## src/rtl/sv12_lrm_p0050_circ_to_radius.sv

```systemverilog
// Circumference-to-radius converter: r = circ / TWO_PI in unsigned fixed point.
// Sequential restoring divider retiring one quotient bit per clock, with
// valid/ready handshakes on both the operand and result sides.
module sv12_lrm_p0050_circ_to_radius #(
    parameter int unsigned    W      = 16,
    parameter int unsigned    FRAC   = 8,
    parameter logic [W-1:0]   TWO_PI = W'(16'h0648)
) (
    input  logic         clk,
    input  logic         rst_n,
    input  logic         in_valid,
    output logic         in_ready,
    input  logic [W-1:0] circ_i,
    output logic         out_valid,
    input  logic         out_ready,
    output logic [W-1:0] r_o,
    output logic [W-1:0] rem_o,
    output logic         ovf_o
);

    localparam int unsigned QW = W + FRAC;
    localparam int unsigned CW = (QW > 1) ? $clog2(QW) : 1;

    // A zero divisor has no meaningful result; refuse to elaborate.
    if (TWO_PI == '0) begin : g_bad_two_pi
        $error("TWO_PI must be nonzero");
    end

    typedef enum logic [1:0] {
        S_IDLE = 2'd0,
        S_CALC = 2'd1,
        S_DONE = 2'd2
    } state_e;

    state_e          state_q, state_d;
    logic [QW-1:0]   dvd_q, dvd_d;
    logic [W-1:0]    prem_q, prem_d;
    // Holds the first QW-1 quotient bits; the last bit joins them at the final edge.
    logic [QW-2:0]   quo_q, quo_d;
    logic [CW-1:0]   cnt_q, cnt_d;
    logic            in_ready_q, in_ready_d;
    logic            out_valid_q, out_valid_d;
    logic [W-1:0]    r_q, r_d;
    logic [W-1:0]    rem_q, rem_d;
    logic            ovf_q, ovf_d;

    logic [W:0]      rem_shift;
    logic [W-1:0]    rem_sub;
    logic            take;
    logic [QW-1:0]   quo_next;
    logic            quo_hi;

    // State and datapath registers.
    always_ff @(posedge clk or negedge rst_n) begin
        if (!rst_n) begin
            state_q     <= S_IDLE;
            dvd_q       <= '0;
            prem_q      <= '0;
            quo_q       <= '0;
            cnt_q       <= '0;
            in_ready_q  <= 1'b0;
            out_valid_q <= 1'b0;
            r_q         <= '0;
            rem_q       <= '0;
            ovf_q       <= 1'b0;
        end else begin
            state_q     <= state_d;
            dvd_q       <= dvd_d;
            prem_q      <= prem_d;
            quo_q       <= quo_d;
            cnt_q       <= cnt_d;
            in_ready_q  <= in_ready_d;
            out_valid_q <= out_valid_d;
            r_q         <= r_d;
            rem_q       <= rem_d;
            ovf_q       <= ovf_d;
        end
    end

    // Next-state, divider step and registered-output logic.
    always_comb begin
        state_d     = state_q;
        dvd_d       = dvd_q;
        prem_d      = prem_q;
        quo_d       = quo_q;
        cnt_d       = cnt_q;
        in_ready_d  = in_ready_q;
        out_valid_d = out_valid_q;
        r_d         = r_q;
        rem_d       = rem_q;
        ovf_d       = ovf_q;

        rem_shift = {prem_q, dvd_q[QW-1]};
        take      = (rem_shift >= {1'b0, TWO_PI});
        rem_sub   = W'(rem_shift - {1'b0, TWO_PI});
        quo_next  = {quo_q, take};
        quo_hi    = |quo_next[QW-1:W];

        case (state_q)
            S_IDLE: begin
                in_ready_d = 1'b1;
                if (in_valid && in_ready_q) begin
                    dvd_d      = {circ_i, {FRAC{1'b0}}};
                    prem_d     = '0;
                    quo_d      = '0;
                    cnt_d      = CW'(QW - 1);
                    in_ready_d = 1'b0;
                    state_d    = S_CALC;
                end
            end
            S_CALC: begin
                dvd_d  = {dvd_q[QW-2:0], 1'b0};
                prem_d = take ? rem_sub : W'(rem_shift);
                quo_d  = quo_next[QW-2:0];
                cnt_d  = cnt_q - CW'(1);
                if (cnt_q == '0) begin
                    r_d         = quo_hi ? '1 : quo_next[W-1:0];
                    ovf_d       = quo_hi;
                    rem_d       = take ? rem_sub : W'(rem_shift);
                    out_valid_d = 1'b1;
                    state_d     = S_DONE;
                end
            end
            S_DONE: begin
                if (out_ready) begin
                    out_valid_d = 1'b0;
                    in_ready_d  = 1'b1;
                    state_d     = S_IDLE;
                end
            end
            default: begin
                state_d = S_IDLE;
            end
        endcase
    end

    assign in_ready  = in_ready_q;
    assign out_valid = out_valid_q;
    assign r_o       = r_q;
    assign rem_o     = rem_q;
    assign ovf_o     = ovf_q;

endmodule

```

## config.mk

```make
export PLATFORM = sky130hd
export DESIGN_NAME = sv12_lrm_p0050_circ_to_radius
export DESIGN_NICKNAME = d
export VERILOG_FILES = /design/src/rtl/sv12_lrm_p0050_circ_to_radius.sv
export SDC_FILE = /design/constraint.sdc
export NUM_CORES = 1
export LEC_CHECK = 0
export ABC_CLOCK_PERIOD_IN_PS = 2200
export BUFFER_PORTS_ARGS = -buffer_cell sky130_fd_sc_hd__buf_2
export CAP_MARGIN = 20
export CORE_ASPECT_RATIO = 1.5
export CORE_MARGIN = 3
export CORE_UTILIZATION = 50
export DETAILED_ROUTE_END_ITERATION = 12
export GPL_ROUTABILITY_DRIVEN = 0
export GPL_TIMING_DRIVEN = 1
export PLACE_DENSITY = 0.77
export SLEW_MARGIN = 5
export SYNTH_ARGS = -nofsm -noshare
export SYNTH_HDL_FRONTEND = slang
export SYNTH_SLANG_ARGS = --single-unit
```

## constraint.sdc

```tcl
create_clock -name clk -period 2.2 [get_ports clk]
set_input_delay 0.44 -clock clk [delete_from_list [all_inputs] [get_ports clk]]
set_output_delay 0.44 -clock clk [all_outputs]
set_load 0.02 [all_outputs]
```

* Word level (Yosys, flattened, before mapping)
Cells that the tools add are included.
Storage, ports and cells: word-level logic and storage cells 50, input bits 20, output and inout port bits 35, register bits 105
Cells by class: equality and inequality tests 5, reductions and logical operators 12, order comparisons 1, add/subtract/negate cells 2, multiplexer cells 20
Operator list (count):
- two-way mux 16 bit | 3
- case mux 24 bit (2 select lines) | 1
- case mux 23 bit (2 select lines) | 1
- case mux 16 bit (2 select lines) | 1
- two-way mux 24 bit | 1
- two-way mux 23 bit | 1
- greater-or-equal comparator 17 x 11 -> 1 bit, second input constant | 1
- subtractor 16 x 11 -> 16 bit, second input constant | 1
- case mux 5 bit (2 select lines) | 1
- OR reduction 8 bit | 1
- two-way mux 2 bit | 3
- inequality test 2 bit, second input constant | 3
- case mux 2 bit (3 select lines) | 1
- AND reduction 2 bit | 3
- AND reduction 3 bit | 2
- nonzero test 2 bit | 3
- logical NOT 5 bit | 1
- two-way mux 5 bit | 1
- subtractor 5 x 1 -> 5 bit, second input constant | 1
- two-way mux 1 bit | 4
- case mux 1 bit (2 select lines) | 2
- equality test 2 x 1 -> 1 bit, second input constant | 1
- equality test 2 bit, second input constant | 1
- logical NOT 2 bit | 1
- logical AND 1 bit | 1

* Logic depth before layout (Yosys ltp)
depth in word-level cells 3, depth in mapped cells 8, mapped depth without buffers 7

* Least setup slack after synthesis
No wires, ideal clock.
kind register to register, start point register cnt_q[0], end point register r_q[10], in the netlist r_o[10], slack 0.205 ns, clock period less this slack 1.995 ns, stages on the path, launching flop included 8, library setup time 0.121 ns, required time 2.079 ns, path buffers 1, arrival time 1.874 ns, path through dfrtp_1 inv_1 ha_1 or3b_1 nor3_1 nand3_1 clkbuf_1 o22a_1
On the way: word-level cells in the longest chain between the ends 2
RTL lines:
- start: declaration | line 40 | logic [CW-1:0] cnt_q, cnt_d;
- start signal: assignment | line 71 | cnt_q <= cnt_d;
- logical NOT 5 bit | line 116 | if (cnt_q == '0) begin
- AND reduction 2 bit (no source line)
- end signal: assignment | line 74 | r_q <= r_d;
- end: declaration | line 43 | logic [W-1:0] r_q, r_d;
No other way between the ends. A chain may end at the register's enable or synchronous reset.

* Worst setup path in the final report
start point register cnt_q[0], end point register rem_q[4], in the netlist rem_o[4]
On the way: word-level cells in the longest chain between the ends 2
RTL lines:
- logical NOT 5 bit | line 116
- AND reduction 2 bit (no source line)
- end signal: assignment | line 75 | rem_q <= rem_d;
- end: declaration | line 44 | logic [W-1:0] rem_q, rem_d;
No other way between the ends.

==> impl_results.md <==
- Crit end category: flip-flop
- Setup crit start: cnt_q[0]$_DFFE_PN0P_
- First-pass GRT wire length: 15600 um
- FFs w/ async S/R, synth: 1.00
- Status: completed
- Worst VDD drop: 0.000825 V
- Critical path's largest stage delay: 420 ps
- H-tree depth reported by CTS: 3
- Worst path top cell family by delay: simple AND/OR/NAND/NOR gates
- Die X-Extent: 80.6 um
- Number of global-route vias before repair: 3246
- Number of synthesized register bits: 97
- Final period util: 0.942
- Dpl ws: 119 ps
- Post-synth cell types: 55
- Worst skew pair latency: 350 ps
- Nets@finish: 463
- Cell count after synthesis: 388
- Post-synth top flop: dfrtp_1
- Max cap viols: 0
- Worst-margin pin slew: 803 ps
- Initial DRT Pass Iterations: 4
- Worst path required time: 2440 ps
- CP Class: reg2reg
- CP endpoint: rem_o[4]$_DFFE_PN0P_
- Final setup fails: 0
- RR Startpoint: cnt_q[0]$_DFFE_PN0P_
- Initial drt markers: 177
- Minimum clock period: 2070 ps
- Seq/Total Area, Yosys: 0.581
- Total power: 8.14 mW
- GRT Total Usage: 0.209
- Final Non-Filler Cells: 551
- Hold Buf Count CTS: 0
- Slew headroom: 0.465
- Max-slew violations: 0
- Post-Syn Area per Cell: 10.8 um^2
- Min Hold Slack: 85.9 ps
- Root Buffer: clkbuf_16
- Post-DR wirelength/cell: 17.1 um
- Initial antenna violation count: 0
- Slowest-stage cell, CP: or3b_1
- Post-route DRC: 0
- Worst path bufs/invs: 2
- Inst Count DP: 534
- CTS max path bufs: 2
- Setup slack, reg-to-reg: 130 ps
- Layout cells sized above 1: 0.226
- Met1 WL: 3880 um
- Reg2Reg Depth: 6
- CTS Sinks: 97
- Leak: 2.26 nW
- Clock Pin Slew Worst Setup and Hold Paths: 70 ps
- CP Data Arrival Time: 2320 ps
- Vias per cell: 6.04
- Met2 wire len: 4840 um
- Layout overhead on the synthesized area: 17.7%
- ANT cells: 0
- Total congestion overflow: 0
- Fmax: 0.482 GHz
- EDFF count, synth: 0
- Largest net degree at the start of global routing: 47
- Worst Skew: 5.77 ps
- CTS buffer count: 9
- Total negative slack: 0 ps
- Finished Cell Area: 4910 um^2
- CP Launch Type: flip-flop
- Row count: 40
- Final Util: 0.610
- Area after DPL: 4570 um^2
- Final hold violation count: 0
- CTS tree: yes
- Die Area: 9510 um^2
- DPL Wire Length: 6350 um
- Die Ht: 118 um
- Core area: 8060 um^2
- Total routed wirelength: 9400 um
- Top routing layer in use: met4
- Met3 wire len: 417 um
- ANT nets after route: 0
- RSZ-0062 raised after global routing: no
- Mapped Area: 4180 um^2
- Fin worst setup slack: 127 ps
- Initial cell density of the core: 0.518
- Crit Reg-Reg Endpoint: rem_o[4]$_DFFE_PN0P_
- I/O pin count: 55
- Pwr per Cell Area: 1660 nW/um^2
- Yosys warns: 0
- Detailed-route via count: 3328
- Worst min-delay path category: in2async
- Cell Chain, Critical Path: inv_1 -> ha_1 -> or3b_1 -> or3_4 -> buf_4 -> o31ai_1
- Syn nets: 410
- Critical path depth in cells: 6
- CP max FO: 17
- Port buffer count: 54
[kinds of logic after synthesis]
logic type,count (synthesis),share of synthesized area
flops,97,0.581
compound gates,122,0.219
simple gates,130,0.152
xor+xnor,4,0.00839
fa+ha+maj,2,0.00599
buf+inv,33,0.0342
[cells in the mapped netlist (2+ instances only)]
library cell | instances | area share
o22a_1 | 15 | 0.031
nor3_1 | 5 | 0.0060
clkbuf_1 | 21 | 0.019
or2_2 | 3 | 0.0045
a22o_1 | 25 | 0.052
o2111ai_1 | 3 | 0.0063
inv_1 | 6 | 0.0054
nor4_1 | 3 | 0.0045
nor2_1 | 38 | 0.034
a211o_1 | 2 | 0.0042
or3_1 | 4 | 0.0060
a21oi_1 | 4 | 0.0048
a31oi_1 | 4 | 0.0060
o22ai_1 | 15 | 0.022
and4bb_2 | 2 | 0.0060
buf_6 | 2 | 0.0054
ha_1 | 2 | 0.0060
o21a_1 | 3 | 0.0054
o31ai_1 | 7 | 0.013
and2_1 | 2 | 0.0030
nand2b_1 | 3 | 0.0045
dfrtp_1 | 97 | 0.58
o211ai_1 | 5 | 0.0090
nand2_1 | 42 | 0.038
xnor2_1 | 3 | 0.0063
a22oi_1 | 2 | 0.0036
nand4_1 | 6 | 0.0090
a221oi_1 | 2 | 0.0042
or4_1 | 4 | 0.0072
buf_2 | 3 | 0.0036
nand3_1 | 10 | 0.012
o21ai_0 | 20 | 0.024
o221ai_1 | 2 | 0.0042
a211o_2 | 2 | 0.0048
[worst min-delay path by stage]
stage / from / end / slack, ps / cells past startpoint
after floorplan: rst_n / cnt_q[0]$_DFFE_PN0P_ / 140 / 0
after global placement: rst_n / quo_q[12]$_DFFE_PN0P_ / 470 / 1
after detailed placement: rem_o[9]$_DFFE_PN0P_ / rem_o[9]$_DFFE_PN0P_ / 470 / 2
after CTS: rst_n / quo_q[13]$_DFFE_PN0P_ / 110 / 1
after global routing: rst_n / quo_q[13]$_DFFE_PN0P_ / 140 / 1
final: rst_n / quo_q[13]$_DFFE_PN0P_ / 90 / 1
[registers in the layout, summed over array words and instances (netlist names)]
register and cells:
rem_o 16, ovf_o 1, cnt_q 5, r_o 16
out_valid 1, prem_q 16, in_ready 1, state_q 2
dvd_q 16, quo_q 23
[worst register-to-register path: stages, from the launching register on]
cell and delay, ps:
dfrtp_1 400, inv_1 70, ha_1 180, or3b_1 420
or3_4 420, buf_4 210, o31ai_1 280
[area by class of cell]
| cell class | instances | area, um^2 |
|---|---|---|
| flip-flops and latches | 97 | 2430 |
| fillers | 659 | 3140 |
| multi-input cells | 258 | 1630 |
| inverters | 6 | 22.5 |
| clock buffers | 9 | 225 |
| repair buffers | 69 | 385 |
| clock inverters | 7 | 92.6 |
| well taps | 105 | 131 |
[metal layers]
layer / vias up / track usage
met5: - / 0
met4: 0 / 0.0920
met3: 20 / 0.0467
met2: 81 / 0.342
met1: 1680 / 0.260
li1: 1547 / -
[power by group]
part | total (mW) | internal [mW] | switching, mW
logic | 3.16 | 1.33 | 1.84
registers | 3.30 | 2.60 | 0.700
clock network | 1.67 | 0.998 | 0.676
[repair_timing]
action / CTS / global route
setup endpoints to repair: 0 / 7
buffers inserted: 0 / 0
resized for setup: 0 / 3
[cell usage in the layout, fill, tap and decap left out, types with 4 or more instances in the layout]
cell       synthesis  layout
a22o_1            25      25
a31oi_1            4       4
o21ai_0           20      20
nand4_1            6       6
nand2_1           42      42
nand3_1           10      10
dfrtp_1           97      97
inv_1              6       6
a21oi_1            4       4
buf_4              0      16
nor2_1            38      38
buf_2              3      53
o22a_1            15      15
o211ai_1           5       5
or4_1              4       4
o31ai_1            7       6
clkbuf_16          0       9
nor3_1             5       4
o22ai_1           15      15
Power figures use the tool's default switching activity.
